## src/rtl/muldiv_sequencer.sv

```systemverilog
// Sequences the shared multiplier/divider: issues init pulses, waits for stop, loads HI/LO.
// Flags divide-by-zero and watchdog timeout; stalls MFHI/MFLO while an operation is in flight.
module muldiv_sequencer #(
  parameter int TIMEOUT = 40,
  parameter int CNT_W   = 6
) (
  input  logic clk,
  input  logic reset_in,
  input  logic start_mult,
  input  logic start_div,
  input  logic hilo_read,
  input  logic mult_stop,
  input  logic div_stop,
  input  logic div_zero,
  output logic mult_init,
  output logic div_init,
  output logic mux_high,
  output logic mux_low,
  output logic high_load,
  output logic low_load,
  output logic busy,
  output logic stall,
  output logic done,
  output logic div0_exc,
  output logic timeout_err
);

  typedef enum logic [2:0] {
    S_IDLE, S_M_INIT, S_M_WAIT, S_D_INIT, S_D_WAIT, S_WRITE, S_DIV0, S_TOUT
  } state_t;

  localparam logic [CNT_W-1:0] LP_CNT_MAX = CNT_W'(TIMEOUT - 1);

  state_t           r_state;
  state_t           w_next;
  logic [CNT_W-1:0] r_cnt;
  logic             r_sel;
  logic             w_cnt_max;

  assign w_cnt_max = (r_cnt == LP_CNT_MAX);

  always_ff @(posedge clk) begin
    if (reset_in) r_state <= S_IDLE;
    else          r_state <= w_next;
  end

  // Wait counter and unit-select flag; the flag persists so the HI/LO muxes stay stable.
  always_ff @(posedge clk) begin
    if (reset_in) begin
      r_cnt <= '0;
      r_sel <= 1'b0;
    end else begin
      case (r_state)
        S_M_INIT: begin
          r_cnt <= '0;
          r_sel <= 1'b0;
        end
        S_D_INIT: begin
          r_cnt <= '0;
          r_sel <= 1'b1;
        end
        S_M_WAIT, S_D_WAIT: r_cnt <= r_cnt + 1'b1;
        default: ;
      endcase
    end
  end

  always_comb begin
    w_next = r_state;
    case (r_state)
      S_IDLE: begin
        if (start_mult)     w_next = S_M_INIT;
        else if (start_div) w_next = S_D_INIT;
      end
      S_M_INIT: w_next = S_M_WAIT;
      S_D_INIT: w_next = S_D_WAIT;
      S_M_WAIT: begin
        if (mult_stop)      w_next = S_WRITE;
        else if (w_cnt_max) w_next = S_TOUT;
      end
      S_D_WAIT: begin
        if (div_zero)       w_next = S_DIV0;
        else if (div_stop)  w_next = S_WRITE;
        else if (w_cnt_max) w_next = S_TOUT;
      end
      default: w_next = S_IDLE;
    endcase
  end

  always_comb begin
    mult_init   = 1'b0;
    div_init    = 1'b0;
    high_load   = 1'b0;
    low_load    = 1'b0;
    done        = 1'b0;
    div0_exc    = 1'b0;
    timeout_err = 1'b0;
    case (r_state)
      S_M_INIT: mult_init = 1'b1;
      S_D_INIT: div_init  = 1'b1;
      S_WRITE: begin
        high_load = 1'b1;
        low_load  = 1'b1;
        done      = 1'b1;
      end
      S_DIV0:  div0_exc    = 1'b1;
      S_TOUT:  timeout_err = 1'b1;
      default: ;
    endcase
  end

  assign mux_high = r_sel;
  assign mux_low  = r_sel;
  assign busy     = (r_state != S_IDLE);
  // HI/LO are written at the end of WRITE, so MFHI/MFLO may proceed only from IDLE.
  assign stall    = hilo_read & busy;

endmodule
```

## config.mk

```make
export PLATFORM = sky130hd
export DESIGN_NAME = muldiv_sequencer
export DESIGN_NICKNAME = d
export VERILOG_FILES = /design/src/rtl/muldiv_sequencer.sv
export SDC_FILE = /design/constraint.sdc
export NUM_CORES = 1
export LEC_CHECK = 0
export ABC_AREA = 1
export BUFFER_PORTS_ARGS = -buffer_cell sky130_fd_sc_hd__buf_2
export CORE_UTILIZATION = 45
export CTS_BUF_LIST = sky130_fd_sc_hd__clkbuf_16
export CTS_CLUSTER_DIAMETER = 60
export CTS_CLUSTER_SIZE = 20
export DETAILED_ROUTE_END_ITERATION = 10
export PLACE_DENSITY = 0.81
export SYNTH_ARGS = -nofsm -noshare
export SYNTH_HDL_FRONTEND = slang
export SYNTH_SLANG_ARGS = --single-unit
```

## constraint.sdc

```tcl
create_clock -name clk -period 1.4 [get_ports clk]
set_input_delay 0.21 -clock clk [delete_from_list [all_inputs] [get_ports clk]]
set_output_delay 0.21 -clock clk [all_outputs]
set_load 0.01 [all_outputs]
```

==> results.toml, run 1 <==
[clock_network]
cts_tree = "built"
clkLatencyLatePin_ps = 240
cts_max_level = 1
clk_pin_slew_ps = 40
cts_setup_buffers = 0
root_buffer = "clkbuf_16"
cts_buffers = 3
clockBufferDepth = 2
clock_sinks = 10
cts_hold_buf = 0

[worst_setup_path]
r2r_cells = 9
critical_path.startpoint = "r_state[1]"
ff2ff_setup_slack_ps = 140
cp_slowest_cell = "dfxtp_2"
worstPathRequired_ps = 1190
r2r-start = "r_cnt[0]"
crit_path_end_kind = "output pin"
critPathKind = "reg2out"
worstPathCellList = "nor2_2 > nand2_1 > buf_2"
slowest_delay_ps = 360
start_kind = "register"
reg2reg_to = "r_state[0]"
cp_max_fo = 6
arrival_ps = 1110

[synth]
yosysTopAreaCellShare_pct = 30.4
syn-num-nets = 108
synth-edff-count = 0
syn_area_per_cell_sq_um = 6.65
yosysWarnings = 0
synth.distinct_cells = 21
yosys_register_bits = 10
synth_area_sq_um = 658
synth_ff_type = "dfxtp_1"
synth_largest_area_cell = "dfxtp_1"
ys_seq_area_share_pct = 30.4
syn_inst = 99
synthArstFlopShare_pct = 0
synthTopCellsByArea = "dfxtp_1 (30%), nand2_1 (12%), inv_1 (8.0%), nor2_1 (8.0%), a21oi_1 (6.8%)"
yosys-top-cells-count = "nand2_1 (21), inv_1 (14), nor2_1 (14)"
synth_most_common_cell = "nand2_1"

[timing]
setup_viol = 0
slew_violations = 0
worst_hold_slack_ps = 190
fmax_ghz = 0.756
fin_crit_ps = 1320
finClkSkew_ps = 0.557
grt_setup_unrepaired = "false"
relSlewSlack_pct = 83.9
tightest_slew_ps = 241
hold_viol = 0
fin_crit_sh_pct = 94.5
tns_ps = 0

[grt]
grt_usage_pct = 20.7
grt_pass1_vias = 523
grt-ovfl-total = 0
grt_antenna_before_repair = 0
grt_start_max_net_pins = 9
grt_pass1_wl_microns = 2170

[route]
drt.antenna.violating_nets = 0
dr.pass1.iters = 4
viasPerCell = 4.94
wirelength_microns = 1450
drt_iter0_markers = 24
routedWlPerCell_microns = 10.9
vias = 657
post-route-drc-count = 0

[die]
initial_utilization_pct = 49.3
die_y_microns = 40.2
die_width_microns = 40.2
rows = 13
io_pins = 19
core_area_sq_mm = 0.00133
die_area_sq_mm = 0.00162

[min_path]
whs_path_depth = 2
hold_path_class = "in2reg"
holdPathEnd = "r_state[2]"
worstHoldStart = "reset_in"

[placed_design]
post-dp-hpwl_microns = 1040
io_buffers = 18
place_congestion = 0.859

[run]
cap_violations = 0

[power_and_ir_drop]
p_per_area_mw_per_mm2 = 2130
p_leak_nw = 0.442
max-vdd-ir-drop_mv = 1.14

[finish]
diodes = 0
syn_to_final_growth_pct = 27.0
layout-drive-gt1-share_pct = 29.7
final_nets = 129
fill_cells = 124

[outcome]
status = "completed"
worst max-delay path by stage:
stage,endpoint,slack [ps],cells past startpoint
floorplan,high_load,20,3
CTS,timeout_err,5,3
finish,busy,80,3
global route,busy,9,3
global placement,done,180,3
detailed placement,low_load,170,3
metal layers:
layer | part of all wire, % | global-route usage (%) | vias up
li1 | - | - | 353
met1 | 48 | 25.9 | 284
met2 | 44 | 31.5 | 16
met3 | 5.2 | 7.22 | 4
met4 | 2.1 | 10.0 | 0
met5 | 0 | 0 | -
registers in the layout, summed over array words and instances (netlist names):
name	count
mux_high	1
r_cnt	6
r_state	3
metrics by stage:
| step | area (sq um) | std cells | utilization, % | setup slack (ps) | total power [W] |
|---|---|---|---|---|---|
| finish | 836 | 133 | 62.7 | 76.4 | 0.00178 |
| global route | 836 | 133 | 62.7 | 9.21 | 0.00190 |
| CTS | 828 | 133 | 62.1 | 5.13 | 0.00176 |
| detailed placement | 752 | 130 | 56.4 | 165 | 0.00125 |
| global placement | 752 | 130 | 56.4 | 181 | 0.00123 |
| floorplan | 658 | 99 | - | 18.5 | 0.00106 |
worst max-delay path, delay by kind of cell (launching register included):
kind | cells | cell delay [ps]
buffers and inverters | 1 | 160
flip-flops | 1 | 360
AND/OR/NAND/NOR | 2 | 360
cells in the final DEF, fill, tap and decap left out, types with 2 or more instances in the layout:
master and count:
inv_2 3, clkbuf_16 3, dfxtp_2 3, nand2_1 21
inv_1 14, a21oi_1 9, o21ai_0 3, buf_2 18
nor3_1 2, dfxtp_1 7, nor2_1 14, nand3_1 8
area by class of cell:
class	instances	area (sq um)	area share, %
multi-input combinational	69	377	45.1
sequential	10	204	24.4
timing repair buffer	19	97.6	11.7
clock buffer	3	75.1	8.98
inverter	17	63.8	7.63
tap	15	18.8	2.25
power by group:
part | internal, W | leakage, nW | switching [W]
registers | 0.000362 | 0.0825 | 0.000101
logic | 0.000307 | 0.322 | 0.000502
clock network | 0.000371 | 0.0370 | 0.000134
repair_timing:
action | CTS | global route
setup endpoints to repair | 4 | 9
hold endpoints to repair | 0 | 0
gates resized for setup | 1 | 3
cloned | 0 | 0
logic make-up after synthesis:
logic type | Yosys count | synth area share [%]
adders and majority gates | 1 | 1.90
DFF | 10 | 30.4
AOI/OAI and AO/OA | 15 | 12.2
buffers and inverters | 20 | 13.1
and+or+nand+nor | 53 | 42.4
(Power assumes the default switching activity.)
==> inputs of run 2 (changes only) <==
--- a/config.mk
+++ b/config.mk
@@ -14,4 +14,5 @@
 export DETAILED_ROUTE_END_ITERATION = 10
 export PLACE_DENSITY = 0.81
+export REMOVE_ABC_BUFFERS = 1
 export SYNTH_ARGS = -nofsm -noshare
 export SYNTH_HDL_FRONTEND = slang
==> constraint.sdc (replaced) <==
create_clock -name clk -period 1.4 [get_ports clk]
set_input_delay 0.14 -clock clk [delete_from_list [all_inputs] [get_ports clk]]
set_output_delay 0.14 -clock clk [all_outputs]
set_load 0.01 [all_outputs]
==> run 2 against run 1 <==
  * Sequential power about the same
  * Clock power down 3%
  * First-iteration DRC count shrank 42%
  * Largest power group unchanged
  * Global-route usage grew 2.5 points
  * Sequential cell count unchanged
==> results.toml, run 2 (same netlist as run 1, synthesis figures left out) <==
[outcome]
status = "completed"

[worst_setup_path]
start_kind = "register"
crit_path_end_kind = "output pin"
cpLargestDelayFamily = "flip-flops"
arrival_ps = 1180
r2r-start = "r_cnt[0]"
worstPathRequired_ps = 1260
worstPathBufferInverterCount = 3
worstPathCellList = "inv_2 > nor2_4 > nand2_1 > inv_1 > buf_2"
critPathKind = "reg2out"
critical_path.startpoint = "r_state[0]"
cp_slowest_cell = "dfxtp_1"
cp_max_fo = 5
ff2ff_setup_slack_ps = 140
slowest_delay_ps = 420

[timing]
fin_crit_ps = 1320
hold_viol = 0
setup_viol = 0
fmax_ghz = 0.756
slew_violations = 0
fin_crit_sh_pct = 94.5
finClkSkew_ps = 1.38
tns_ps = 0
relSlewSlack_pct = 82.8
tightest_slew_ps = 255
postLayoutSetupSlackWorst_ps = 77.3
grt_setup_unrepaired = "false"

[clock_network]
clk_pin_slew_ps = 40
cts_buffers = 3
clockBufferDepth = 2
cts_hold_buf = 0
clock_sinks = 10
cts_tree = "built"
cts_max_level = 1
clkLatencyLatePin_ps = 230
root_buffer = "clkbuf_16"

[finish]
final_common_cell = "nand2_1"
layout-drive-gt1-share_pct = 28.8
fill_cells = 121
multi_input_area_sq_um = 377
syn_to_final_growth_pct = 26.8
diodes = 0
largest_register = "r_cnt"
largest_reg_flops = 6
fin_cells = 133
seqCellArea_sq_um = 203
mostFrequentLayoutCells = "nand2_1 (21), buf_2 (18), inv_1 (14), nor2_1 (14), a21oi_1 (9)"
final_area_sq_um = 835
final_nets = 129

[die]
die_area_sq_mm = 0.00162
die_y_microns = 40.2
rows = 13
core_area_sq_mm = 0.00133
io_pins = 19
die_width_microns = 40.2
initial_utilization_pct = 49.3

[grt]
grt-ovfl-total = 0
grt_antenna_before_repair = 0
grt_start_max_net_pins = 9
grt_pass1_vias = 589
grt_usage_pct = 23.2
grt_pass1_wl_microns = 2360

[power_and_ir_drop]
p_leak_nw = 0.441
total_power_w = 0.00178
max-vdd-ir-drop_mv = 1.42
p_per_area_mw_per_mm2 = 2130

[route]
routedWlPerCell_microns = 11.3
wirelength_microns = 1510
wl_met2_microns = 753
dr.pass1.iters = 4
drt_iter0_markers = 14
post-route-drc-count = 0
met1_length_microns = 668
drt.antenna.violating_nets = 0
highest_layer = "met4"
viasPerCell = 4.99
wl_met3_microns = 63
vias = 664

[placed_design]
place_inst = 129
io_buffers = 18
place_congestion = 0.777
post-dp-hpwl_microns = 1070
dp_worst_setup_slack_ps = 158
placedInstanceArea_sq_um = 744

[min_path]
worstHoldStart = "reset_in"
hold_path_class = "in2reg"

[run]
cap_violations = 0
-- run 2: cell types whose count changed in the layout (fill, tap and decap cells not counted) --
cell,before,now
dfxtp_2,3,2
dfxtp_1,7,8
-- run 2: timing repair --
item                       4_1_cts  5_1_grt
resized for setup                1        2
buffers inserted                 1        0
setup endpoints to repair        4        4
pin swaps                        1        0
-- run 2: layer usage --
layer  up-vias  track usage [%]
met5         -                0
met4         0             15.0
met3         2             5.00
met2        23             41.1
met1       287             24.4
li1        352                -
-- run 2: worst paths after layout --
check,to,depth (start not counted)
worst min register to register,r_cnt[3],2
worst max-delay path,mult_init,5
worst min-delay path,r_state[2],2
worst max register to register,r_state[0],9
-- run 2: area by class of cell --
cell class / count / share of cell area, %
clock buffers: 3 / 9.00
multi-input cells: 69 / 45.1
inverters: 17 / 7.65
repair buffers: 19 / 11.7
flip-flops and latches: 10 / 24.3
well taps: 15 / 2.25
-- run 2: metrics by stage --
step | hold WS (ps) | util [%]
global route | 132 | 62.6
finish | 113 | 62.6
floorplan | 209 | -
CTS | 114 | 62.1
detailed placement | 365 | 55.8
global placement | 361 | 55.8
-- run 2: power by group --
part           switching (W)  internal, W
clock network       0.000119     0.000369
logic               0.000513     0.000311
registers           0.000105     0.000359
-- run 2: worst reg2reg max path: cells and delay by family (launching register included) --
kind,cells,cell delay (ps)
simple gates,7,570
fa+ha+maj,1,220
flops,1,340
buf+inv,1,30
==> inputs of run 3 (changes only) <==
- PLACE_DENSITY: 0.81 -> 0.76
==> run 3 against run 2 <==
  * Worst hold slack gained 24 ps
  * Critical path depth unchanged
  * Non-clock buffer count unchanged
  * Design area rose by 0.15%
  * Sequential share of layout area rose by 0.11 points
  * Wire length fell by 5.4%
  * Sequential power shrank 0.9%
  * Global-route usage down 3.5 points
  * First-iteration DRC count down 7.1%
  * Utilization up 0.094 points
  * Largest power group unchanged
==> results.toml, run 3 (same netlist as run 1, synthesis figures left out) <==
[placed_design]
post-dp-hpwl_microns = 1060
place_inst = 129
io_buffers = 18
place_congestion = 0.764

[timing]
finClkSkew_ps = 0.954
fin_crit_ps = 1270
tns_ps = 0
relSlewSlack_pct = 84.7
grt_setup_unrepaired = "false"
setup_viol = 0
hold_viol = 0
fmax_ghz = 0.788
tightest_slew_ps = 229
worst_hold_slack_ps = 137
fin_crit_sh_pct = 90.6
slew_violations = 0

[finish]
largest_reg_flops = 6
diodes = 0
fin_cells = 133
largest_register = "r_cnt"
final_nets = 129
mostFrequentLayoutCells = "nand2_1 (21), buf_2 (18), inv_1 (14), nor2_1 (14), a21oi_1 (9)"
layout-drive-gt1-share_pct = 29.7
final_common_cell = "nand2_1"
syn_to_final_growth_pct = 27.0

[die]
core_area_sq_mm = 0.00133
rows = 13
initial_utilization_pct = 49.3
die_area_sq_mm = 0.00162
die_width_microns = 40.2
die_y_microns = 40.2
io_pins = 19

[route]
dr.pass1.iters = 4
routedWlPerCell_microns = 10.7
drt_iter0_markers = 13
wirelength_microns = 1430
post-route-drc-count = 0
vias = 653
viasPerCell = 4.91
drt.antenna.violating_nets = 0

[grt]
grt_start_max_net_pins = 9
grt_pass1_wl_microns = 2080
grt_pass1_vias = 507
grt_antenna_before_repair = 0
grt_usage_pct = 19.7
grt-ovfl-total = 0

[clock_network]
root_buffer = "clkbuf_16"
clkLatencyLatePin_ps = 230
cts_buffers = 3
clock_sinks = 10
cts_max_level = 1
cts_tree = "built"
clockBufferDepth = 2
cts_hold_buf = 0
clk_pin_slew_ps = 40

[worst_setup_path]
cp_max_fo = 5
start_kind = "register"
arrival_ps = 1130
worstPathRequired_ps = 1260
critPathKind = "reg2out"
crit_path_end_kind = "output pin"

[run]
cap_violations = 0

[outcome]
status = "completed"

[power_and_ir_drop]
internal_power_w = 0.00104
pwr-share-clk_pct = 27.7
netSwitchingPower_w = 0.000726
p_comb_share_pct = 46.3
p_seq_share_pct = 26.0
p_leak_nw = 0.441
switching_share_pct = 41.1
p_per_area_mw_per_mm2 = 2110
max-vdd-ir-drop_mv = 1.24

[min_path]
hold_path_class = "in2reg"
-- run 3: changes by cell type in the layout (fill, tap and decap cells not counted) --
cell     delta
dfxtp_1     -1
dfxtp_2     +1
-- run 3: critical path, cell delays in order, from the launching register on --
cell and delay [ps]:
dfxtp_2 370, inv_2 90, nor2_4 150, nand2_1 90, inv_1 70, buf_2 120
-- run 3: final timing paths --
check / from / end / slack, ps / cells past startpoint
setup / recovery: r_state[0] / mult_init / 130 / 5
hold / removal: reset_in / r_state[2] / 140 / 2
setup reg to reg: r_state[0] / r_cnt[4] / 210 / 6
hold reg to reg: r_cnt[1] / r_cnt[1] / 500 / 2
-- run 3: area by class of cell --
class	count	area, sq um
timing repair buffer	19	97.6
clock buffer	3	75.1
fill	123	498
sequential	10	204
tap	15	18.8
inverter	17	63.8
multi-input combinational	69	377
-- run 3: metal layers --
metal / GRT usage, % / part of all wire, % / up-vias
met3: 3.33 / 4.7 / 2
met1: 26.1 / 48 / 279
met5: 0 / 0 / -
met2: 30.6 / 46 / 18
li1: - / - / 354
met4: 10.0 / 1.2 / 0
-- run 3: through the flow --
stage	worst slack, ps	instance area [sq um]	utilization, %	total power (W)
2_1_floorplan	-0.0823	636	-	0.00103
3_3_place_gp	191	744	55.8	0.00123
4_1_cts	59.6	828	62.1	0.00176
5_1_grt	54.9	836	62.7	0.00190
6_report	131	836	62.7	0.00177
3_5_place_dp	184	744	55.8	0.00124
-- run 3: power by group through the flow --
| stage | sequential (W) | clock, W | combinational, W |
|---|---|---|---|
| after floorplan | 0.000449 | 0 | 0.000586 |
| after global placement | 0.000448 | 0 | 0.000780 |
| after detailed placement | 0.000453 | 0 | 0.000786 |
| after CTS | 0.000451 | 0.000498 | 0.000815 |
| after global routing | 0.000473 | 0.000515 | 0.000912 |
| final | 0.000459 | 0.000490 | 0.000818 |
-- run 3: what timing repair did --
action / in CTS / in global routing
pin swaps: 1 / 0
setup buffers: 1 / 0
resized for setup: 1 / 3
gates cloned: 0 / 0
setup endpoints to repair: 5 / 4
